### src/rtl/hilo_div_seq_pkg.sv
// Shared types and constants for the HI/LO sequential divide unit.
// State enum, default settle latency and divide-by-zero constants.
package hilo_div_seq_pkg;

    typedef enum logic [1:0] {
        IDLE,
        LOAD,
        WAIT,
        CAPTURE
    } state_t;

    localparam int          DIV_LAT_DEF = 4;
    localparam logic [31:0] DIV_ZERO_LO = 32'hFFFF_FFFF;
    localparam logic [31:0] INT_MIN     = 32'h8000_0000;

endpackage

### src/rtl/hilo_div_seq_if.sv
// Bus to the external combinational unsigned divider.
// master = HI/LO sequencer, slave = divider.
interface hilo_div_seq_if;

    logic [31:0] divu_a;
    logic [31:0] divu_b;
    logic        divu_ena;
    logic [31:0] divu_q;
    logic [31:0] divu_r;

    modport master (
        output divu_a,
        output divu_b,
        output divu_ena,
        input  divu_q,
        input  divu_r
    );

    modport slave (
        input  divu_a,
        input  divu_b,
        input  divu_ena,
        output divu_q,
        output divu_r
    );

endinterface

### src/rtl/hilo_div_seq_div_sign_fix.sv
// Signed divide pre-correction (operand magnitudes, result signs)
// and post-correction of the unsigned quotient/remainder.
module div_sign_fix (
    input  logic        sgn,
    input  logic [31:0] rs,
    input  logic [31:0] rt,
    output logic [31:0] a_mag,
    output logic [31:0] b_mag,
    output logic        neg_q,
    output logic        neg_r,
    input  logic        q_neg,
    input  logic        r_neg,
    input  logic [31:0] q,
    input  logic [31:0] r,
    output logic [31:0] q_out,
    output logic [31:0] r_out
);

    logic rt_neg;

    assign rt_neg = sgn & rt[31];
    assign neg_r  = sgn & rs[31];
    assign neg_q  = neg_r ^ rt_neg;

    // INT_MIN magnitude stays 32'h80000000, which is correct unsigned
    assign a_mag = neg_r  ? -rs : rs;
    assign b_mag = rt_neg ? -rt : rt;

    assign q_out = q_neg ? -q : q;
    assign r_out = r_neg ? -r : r;

endmodule

### src/rtl/hilo_div_seq.sv
// HI/LO register pair with a sequenced external divider.
// Signed divide is enabled by defining HILO_SIGNED_DIV_EN.
module hilo_div_seq
    import hilo_div_seq_pkg::*;
#(
    parameter int DIV_LAT = DIV_LAT_DEF
) (
    input  logic           clk,
    input  logic           rst_n,
    input  logic           div_req,
    input  logic           div_signed,
    input  logic [31:0]    rs_val,
    input  logic [31:0]    rt_val,
    input  logic           mthi,
    input  logic           mtlo,
    input  logic [31:0]    wdata,
    input  logic           mfhi,
    input  logic           mflo,
    output logic [31:0]    rdata,
    output logic           stall,
    output logic           div_by_zero,
    hilo_div_seq_if.master divu
);

    localparam logic [4:0] CNT_INIT = 5'(DIV_LAT - 1);

    state_t      state;
    logic [4:0]  cnt;
    logic [31:0] hi, lo, dvd;
    logic [31:0] a_q, b_q;
    logic        ena_q, dbz_q;
    logic        neg_q, neg_r;

    logic [31:0] a_pre, b_pre, q_fix, r_fix;
    logic        nq_pre, nr_pre;

`ifdef HILO_SIGNED_DIV_EN
    div_sign_fix u_sign_fix (
        .sgn   (div_signed),
        .rs    (rs_val),
        .rt    (rt_val),
        .a_mag (a_pre),
        .b_mag (b_pre),
        .neg_q (nq_pre),
        .neg_r (nr_pre),
        .q_neg (neg_q),
        .r_neg (neg_r),
        .q     (divu.divu_q),
        .r     (divu.divu_r),
        .q_out (q_fix),
        .r_out (r_fix)
    );
`else
    logic unused_sign;
    assign a_pre  = rs_val;
    assign b_pre  = rt_val;
    assign nq_pre = 1'b0;
    assign nr_pre = 1'b0;
    assign q_fix  = divu.divu_q;
    assign r_fix  = divu.divu_r;
    assign unused_sign = ^{div_signed, neg_q, neg_r};
`endif

    assign divu.divu_a   = a_q;
    assign divu.divu_b   = b_q;
    assign divu.divu_ena = ena_q;
    assign div_by_zero   = dbz_q;
    assign stall         = (state != IDLE);

    always_comb begin
        rdata = '0;
        if (mfhi)      rdata = hi;
        else if (mflo) rdata = lo;
    end

    always_ff @(posedge clk or negedge rst_n) begin
        if (!rst_n) begin
            state <= IDLE;
            cnt   <= '0;
            hi    <= '0;
            lo    <= '0;
            dvd   <= '0;
            a_q   <= '0;
            b_q   <= '0;
            ena_q <= 1'b0;
            dbz_q <= 1'b0;
            neg_q <= 1'b0;
            neg_r <= 1'b0;
        end else begin
            dbz_q <= 1'b0;
            unique case (state)
                IDLE: begin
                    if (mthi) hi <= wdata;
                    if (mtlo) lo <= wdata;
                    // operands are only guaranteed valid with the request
                    if (div_req) begin
                        state <= LOAD;
                        a_q   <= a_pre;
                        b_q   <= b_pre;
                        dvd   <= rs_val;
                        neg_q <= nq_pre;
                        neg_r <= nr_pre;
                        ena_q <= 1'b1;
                    end
                end
                LOAD: begin
                    cnt   <= CNT_INIT;
                    state <= WAIT;
                end
                WAIT: begin
                    if (cnt == '0) begin
                        state <= CAPTURE;
                        dbz_q <= (b_q == '0);
                    end else begin
                        cnt <= cnt - 5'd1;
                    end
                end
                CAPTURE: begin
                    if (b_q == '0) begin
                        hi <= dvd;
                        lo <= DIV_ZERO_LO;
                    end else begin
                        hi <= r_fix;
                        lo <= q_fix;
                    end
                    ena_q <= 1'b0;
                    state <= IDLE;
                end
                default: state <= IDLE;
            endcase
        end
    end

endmodule

### src/flat_wrapper.sv
// flat-port wrapper written by rule: the top's interface ports become plain ports
module hilo_div_seq_flat import hilo_div_seq_pkg::*;
#(
    parameter int DIV_LAT = DIV_LAT_DEF
)
  (clk, rst_n, div_req, div_signed, rs_val, rt_val, mthi, mtlo, wdata, mfhi, mflo, rdata, stall, div_by_zero, divu_divu_a, divu_divu_b, divu_divu_ena, divu_divu_q, divu_divu_r);
  hilo_div_seq_if divu_i ();
  input  logic clk;
  input  logic rst_n;
  input  logic div_req;
  input  logic div_signed;
  input  logic [31:0] rs_val;
  input  logic [31:0] rt_val;
  input  logic mthi;
  input  logic mtlo;
  input  logic [31:0] wdata;
  input  logic mfhi;
  input  logic mflo;
  output logic [31:0] rdata;
  output logic stall;
  output logic div_by_zero;
  output wire logic [$bits(divu_i.divu_a)-1:0] divu_divu_a;
  output wire logic [$bits(divu_i.divu_b)-1:0] divu_divu_b;
  output wire logic [$bits(divu_i.divu_ena)-1:0] divu_divu_ena;
  input wire logic [$bits(divu_i.divu_q)-1:0] divu_divu_q;
  input wire logic [$bits(divu_i.divu_r)-1:0] divu_divu_r;
  assign divu_divu_a = divu_i.divu_a;
  assign divu_divu_b = divu_i.divu_b;
  assign divu_divu_ena = divu_i.divu_ena;
  assign divu_i.divu_q = divu_divu_q;
  assign divu_i.divu_r = divu_divu_r;
  hilo_div_seq #(.DIV_LAT(DIV_LAT)) u_core (.clk(clk), .rst_n(rst_n), .div_req(div_req), .div_signed(div_signed), .rs_val(rs_val), .rt_val(rt_val), .mthi(mthi), .mtlo(mtlo), .wdata(wdata), .mfhi(mfhi), .mflo(mflo), .rdata(rdata), .stall(stall), .div_by_zero(div_by_zero), .divu(divu_i));
endmodule
### config.mk
export PLATFORM = sky130hd
export DESIGN_NAME = hilo_div_seq_flat
export DESIGN_NICKNAME = d
export VERILOG_FILES = /design/src/rtl/hilo_div_seq_pkg.sv /design/src/rtl/hilo_div_seq_if.sv /design/src/rtl/hilo_div_seq_div_sign_fix.sv /design/src/rtl/hilo_div_seq.sv /design/src/flat_wrapper.sv
export SDC_FILE = /design/constraint.sdc
export NUM_CORES = 1
export LEC_CHECK = 0
export CORE_AREA = 10 10 130 132
export DETAILED_ROUTE_END_ITERATION = 10
export DIE_AREA = 0 0 140 142
export GPL_TIMING_DRIVEN = 0
export PLACE_DENSITY = 0.95
export SLEW_MARGIN = 20
export SYNTH_ARGS = -nofsm -noshare
export SYNTH_HDL_FRONTEND = slang
export SYNTH_SLANG_ARGS = --single-unit
### constraint.sdc
create_clock -name clk -period 3.3 [get_ports clk]
set_clock_uncertainty 0.15 [all_clocks]
set_input_delay 0.495 -clock clk [delete_from_list [all_inputs] [get_ports clk]]
set_output_delay 0.495 -clock clk [all_outputs]
set_load 0.005 [all_outputs]
=== Yosys cells after proc, flatten, opt, wreduce, memory -nomap -nowiden ===
Index checks and enable logic that the tools add are counted.

* Register bits: 137
* Bits in latches: 0
* Bits in writable memories: 0
* ROM bits: 0
* Bits of input ports: 168
* Output and inout port bits: 99
* Word-level logic and storage cells: 46
* Memories: 0

* $add $sub $neg: 1
* $mul: 0
* Divide/modulo/power cells: 0
* Magnitude comparators: 0
* Equal/unequal tests: 8
* Shift-type cells: 0
* Multiplexer cells: 17
* Bitwise gates (word level): 0
* Reduce and logical (&&, ||, !) cells: 12

{| class="wikitable"
|+ Operator list
! cell !! number
|-
| $mux W32 || 6
|-
| $pmux W32 S2 || 2
|-
| $logic_not A32 Y1 || 1
|-
| $reduce_and A2 Y1 || 6
|-
| $pmux W5 S2 || 1
|-
| $ne A2 B2 Y1 const B || 4
|-
| $pmux W2 S4 || 1
|-
| $reduce_bool A2 Y1 || 3
|-
| $logic_not A5 Y1 || 1
|-
| $mux W5 || 1
|-
| $sub A5 B1 Y5 const B || 1
|-
| $eq A2 B2 Y1 const B || 2
|-
| $mux W2 || 2
|-
| $mux W1 || 3
|-
| $eq A2 B1 Y1 const B || 1
|-
| $logic_not A2 Y1 || 1
|-
| $ne A2 B1 Y1 const B || 1
|-
| $pmux W1 S2 || 1
|}

=== Logic depth before layout (Yosys ltp) ===
* Depth after elaboration: 3
* Gate-level depth with buffers: 9
* Mapped depth without buffers: 7

=== Worst setup path after synthesis ===
Ideal clock, no wire load.

* Path kind: flip-flop to flip-flop
* Start: register u_core.state[0]
* End: register u_core.hi[10]
* Library setup time: 124 ps
* Arrival time: 1,884 ps
* Setup slack: 1,142 ps
* Cell stages (with the launch flop): 10
* Buffers on the path: 2
* Cells stage by stage: dfrtp_1 -> inv_1 -> ha_1 -> clkbuf_1 -> nor2b_1 -> a21oi_1 -> clkbuf_1 -> nor3b_1 -> a21oi_1 -> o21ai_1

* Word-level cells in the longest chain between the ends: 3
* Elaborated cells on any way between the ends: 6
* Classes of those cells: eq/ne (2); mux (1); reduce/logical (3)

{| class="wikitable"
|+ Ends and longest elaborated chain
! what !! line !! source
|-
| start, declared || hilo_div_seq.sv:27 || <nowiki>state_t state;</nowiki>
|-
| start signal, assigned || hilo_div_seq.sv:78 || <nowiki>state <= IDLE;</nowiki>
|-
| start signal, assigned || hilo_div_seq.sv:97 || <nowiki>state <= LOAD;</nowiki>
|-
| start signal, assigned || hilo_div_seq.sv:108 || <nowiki>state <= WAIT;</nowiki>
|-
| $eq A2 B2 Y1 / $logic_not A2 Y1 (equally long branches) || hilo_div_seq.sv:91 || <nowiki>unique case (state)</nowiki>
|-
| $reduce_bool A2 Y1 (no source line) / $ne A2 B2 Y1 (equally long branches) || - ||
|-
| $reduce_and A2 Y1 (no source line) || - ||
|-
| end signal, assigned || hilo_div_seq.sv:93 || <nowiki>if (mthi) hi <= wdata;</nowiki>
|-
| end signal, assigned || hilo_div_seq.sv:120 || <nowiki>hi <= dvd;</nowiki>
|-
| end signal, assigned || hilo_div_seq.sv:123 || <nowiki>hi <= r_fix;</nowiki>
|-
| end, declared || hilo_div_seq.sv:29 || <nowiki>logic [31:0] hi, lo, dvd;</nowiki>
|}

Parallel ways exist; a longest one is shown, timed or not.
A chain may end at the register's enable or synchronous reset.

=== Final worst setup path ===
* Start: input port mflo
* End: output port rdata[15]

* Word-level cells in the longest chain between the ends: 2

{| class="wikitable"
|+ Ends and longest elaborated chain
! what !! line !! source
|-
| start, declared || flat_wrapper.sv:18 || <nowiki>input logic mflo;</nowiki>
|-
| $mux W32 || hilo_div_seq.sv:73 || <nowiki>else if (mflo) rdata = lo;</nowiki>
|-
| $mux W32 || hilo_div_seq.sv:72 || <nowiki>if (mfhi) rdata = hi;</nowiki>
|-
| end, declared || flat_wrapper.sv:19 || <nowiki>output logic [31:0] rdata;</nowiki>
|}

Every way passes these cells.

==> summary.txt <==
Outcome
  – Outcome: finished, final reports clean

Critical path
  – CP startpoint kind: input pin
  – CP Buf/Inv Count: 3
  – Setup Crit Path Kind: in2out
  – WP data arrival: 2.52 ns
  – CP delay by family, top: buffers and inverters
  – CP Cell Sequence: clkdlybuf4s50_1 > nor2b_1 > clkbuf_1 > a22o_1 > clkdlybuf4s50_1
  – Setup crit end kind: output port
  – Most used cell, CP: clkdlybuf4s50_1
  – Worst-path maximum fanout: 10
  – WP data required: 2.65 ns
  – Max stage delay on crit path: 0.52 ns
  – CP max-delay cell: clkdlybuf4s50_1

GRT
  – GRT Total Usage: 0.2302
  – Vias in the first global route: 6,497
  – Largest net degree at the start of global routing: 76
  – First-pass GRT wire length: 36,360 microns
  – GRT Residual Overflow: 0
  – Initial antenna violation count: 2

Clock tree
  – Post-CTS setup buffers: 0
  – Worst-path clk slew: 0.06 ns
  – Max Root-Sink Buffers: 2
  – Clock root cell: clkbuf_16
  – CTS sink count: 137
  – CTS tree: done
  – Skew-Pair Late Insertion Delay: 0.42 ns
  – Post-CTS Resized: 0
  – CTS Buf Count: 17
  – H-tree depth: 4

Synthesis
  – Cells after Synth: 595
  – Mean Syn Cell Area: 11.00 sq um
  – Post-synth cell types: 28
  – Sequential area share after synthesis: 0.5237
  – Flops & latches, synth: 137
  – Synth Cell Area: 6546 sq um
  – Synthesized Nets: 769
  – Dominant register cell in the synthesized netlist: dfrtp_1
  – Synth Warn #: 0
  – Post-synth EDFFs: 0
  – Share of the synthesized area in the top cell type: 0.5237
  – Top cells by area, synth: dfrtp_1, mux2_2, mux2i_1
  – Yosys top cell by area: dfrtp_1
  – Synth async-reset ratio: 1.000

Place
  – IO Port Bufs: 264
  – RD Place Congestion: 0.8718
  – Cell Area, Placed: 9452 sq um
  – Placed cell count: 1,044
  – DP HPWL: 18,080 microns

Cells and area
  – Commonest non-fill, non-tap cells in the layout: clkdlybuf4s50_1, dfrtp_1, o21ai_0, mux2_2, nand2_1
  – Final Non-Filler Cells: 1,076
  – Layout area overhead: 53.27%
  – Most common cell after layout, fill and taps aside: clkdlybuf4s50_1
  – Fraction of layout instances using a drive strength above 1: 0.1167
  – Cell area after layout: 10,030 sq um
  – Final Util: 0.7010
  – Filler cell count: 1,055
  – Nets: 1,054

Detailed routing
  – Pre-Repair DR Iteration Count: 4
  – Routed vias/inst: 5.696
  – Vias: 6,129
  – Post-DR wirelength/cell: 22.12 microns
  – Routed Wire Length: 23,810 microns
  – Initial DRC Count: 361
  – Antenna viol nets, final: 0
  – # DRC: 0

Timing
  – Fmax achieved: 0.3157 GHz
  – Worst Max-Slew Pin Slew: 0.8898 ns
  – Fin crit period: 3.167 ns
  – RSZ-0062 raised after global routing: false
  – Hold slack: 0.2811 ns
  – Period utilisation layout: 0.9598
  – Total negative slack: 0 ns
  – Setup-failing EPs final: 0
  – Rel. slew slack: 0.4068
  – Final Max Slew Viols: 0
  – Final count of hold timing violations: 0

Power
  – Power per cell area: 919.2 nW/um^2
  – Leakage: 3.979 nW
  – Max VDD drop: 0.0005840 V

Floorplanning
  – Die Area: 19,880 sq um
  – Starting Density: 0.4573
  – DIE HEIGHT: 142 microns
  – Core area: 14,310 sq um
  – Die width: 140 microns
  – IO Count: 267
  – Row Count: 44

Min path
  – HP Class: reg2reg

Job
  – Maxcap violations: 0
metal layers:
layer	share of wire	GRT usage	wire length, microns
met2	0.50	0.3964	11950
met1	0.37	0.2575	8745
met3	0.097	0.07877	2307
met5	0.00046	0	11
met4	0.033	0.09022	791
worst register-to-register path: stages, from the launching register on:
cell	delay (ns)
dfrtp_1	0.41
inv_1	0.13
ha_1	0.16
clkbuf_1	0.29
nor2b_1	0.13
a21oi_1	0.71
clkbuf_1	0.51
nor3b_1	0.10
a21oi_1	0.15
o21ai_1	0.10
kinds of logic after synthesis:
kind of cell / Yosys count / synth area share
muxes: 97 / 0.1606
and+or+nand+nor: 97 / 0.08333
adders and majority gates: 6 / 0.01147
DFF: 137 / 0.5237
xor gates and xnor gates: 2 / 0.002676
buffers and inverters: 54 / 0.03517
AOI/OAI and AO/OA: 202 / 0.1831
what timing repair did:
item / 4_1_cts / 5_1_grt
hold endpoints to repair: 62 / 0
setup endpoints to repair: 0 / 0
hold buffers: 1 / 0
Yosys cell counts (2+ instances only):
master and number:
nor2b_1 3, nor3_1 2, a21oi_1 36, buf_6 3, o21ai_0 65, o22ai_1 32, clkbuf_1 39, o21ai_1 34
nor4_1 8, buf_2 4, nor3b_1 34, ha_1 6, nand2_1 42, mux2_2 64, a22o_1 31, dfrtp_1 137
mux2i_1 33, nor2_1 5, inv_1 8
layout make-up:
type,count,area (sq um),share of cell area
sequential,137,3428,0.3417
multi-input combinational,404,2888,0.2878
timing repair buffer,266,2685,0.2676
clock buffer,21,470.5,0.04689
tap,184,230.2,0.02295
buffer,46,200.2,0.01995
clock inverter,9,98.84,0.009852
inverter,8,30.03,0.002993
antenna,1,2.502,0.0002494
path summary, 6_finish.rpt:
| path | start | to | slack (ns) | cells after the start |
|---|---|---|---|---|
| worst max register to register | u_core.state[1] | u_core.hi[13] | 0.33 | 9 |
| worst max-delay path | mflo | rdata[15] | 0.13 | 5 |
| min in group asynchronous | rst_n | u_core.hi[7] | 0.45 | 2 |
| worst min-delay path | u_core.cnt[4] | u_core.div_by_zero | 0.28 | 1 |
| max in group asynchronous | rst_n | u_core.lo[29] | 1.79 | 3 |
| worst min register to register | u_core.cnt[4] | u_core.div_by_zero | 0.28 | 1 |
flip-flops by register name, indices dropped and copies added (netlist names):
register and flops:
u_core.divu.divu_b 32, u_core.hi 32, u_core.lo 32, u_core.dvd 32, u_core.cnt 5, u_core.divu.divu_ena 1, u_core.div_by_zero 1, u_core.state 2
through the flow:
stage,worst slack (ns),power (mW)
after global routing,0.01090,9.790
after CTS,0.1497,9.247
final,0.1326,9.223
after detailed placement,0.1551,7.346
after floorplan,1.142,5.133
after global placement,-3.933,7.158
power by group:
group / internal, mW / switching [mW] / total [mW]
clock: 1.16 / 0.707 / 1.86
sequential: 2.55 / 0.638 / 3.19
combinational: 2.22 / 1.96 / 4.17
Note: power is estimated with default switching activity, not from simulation.
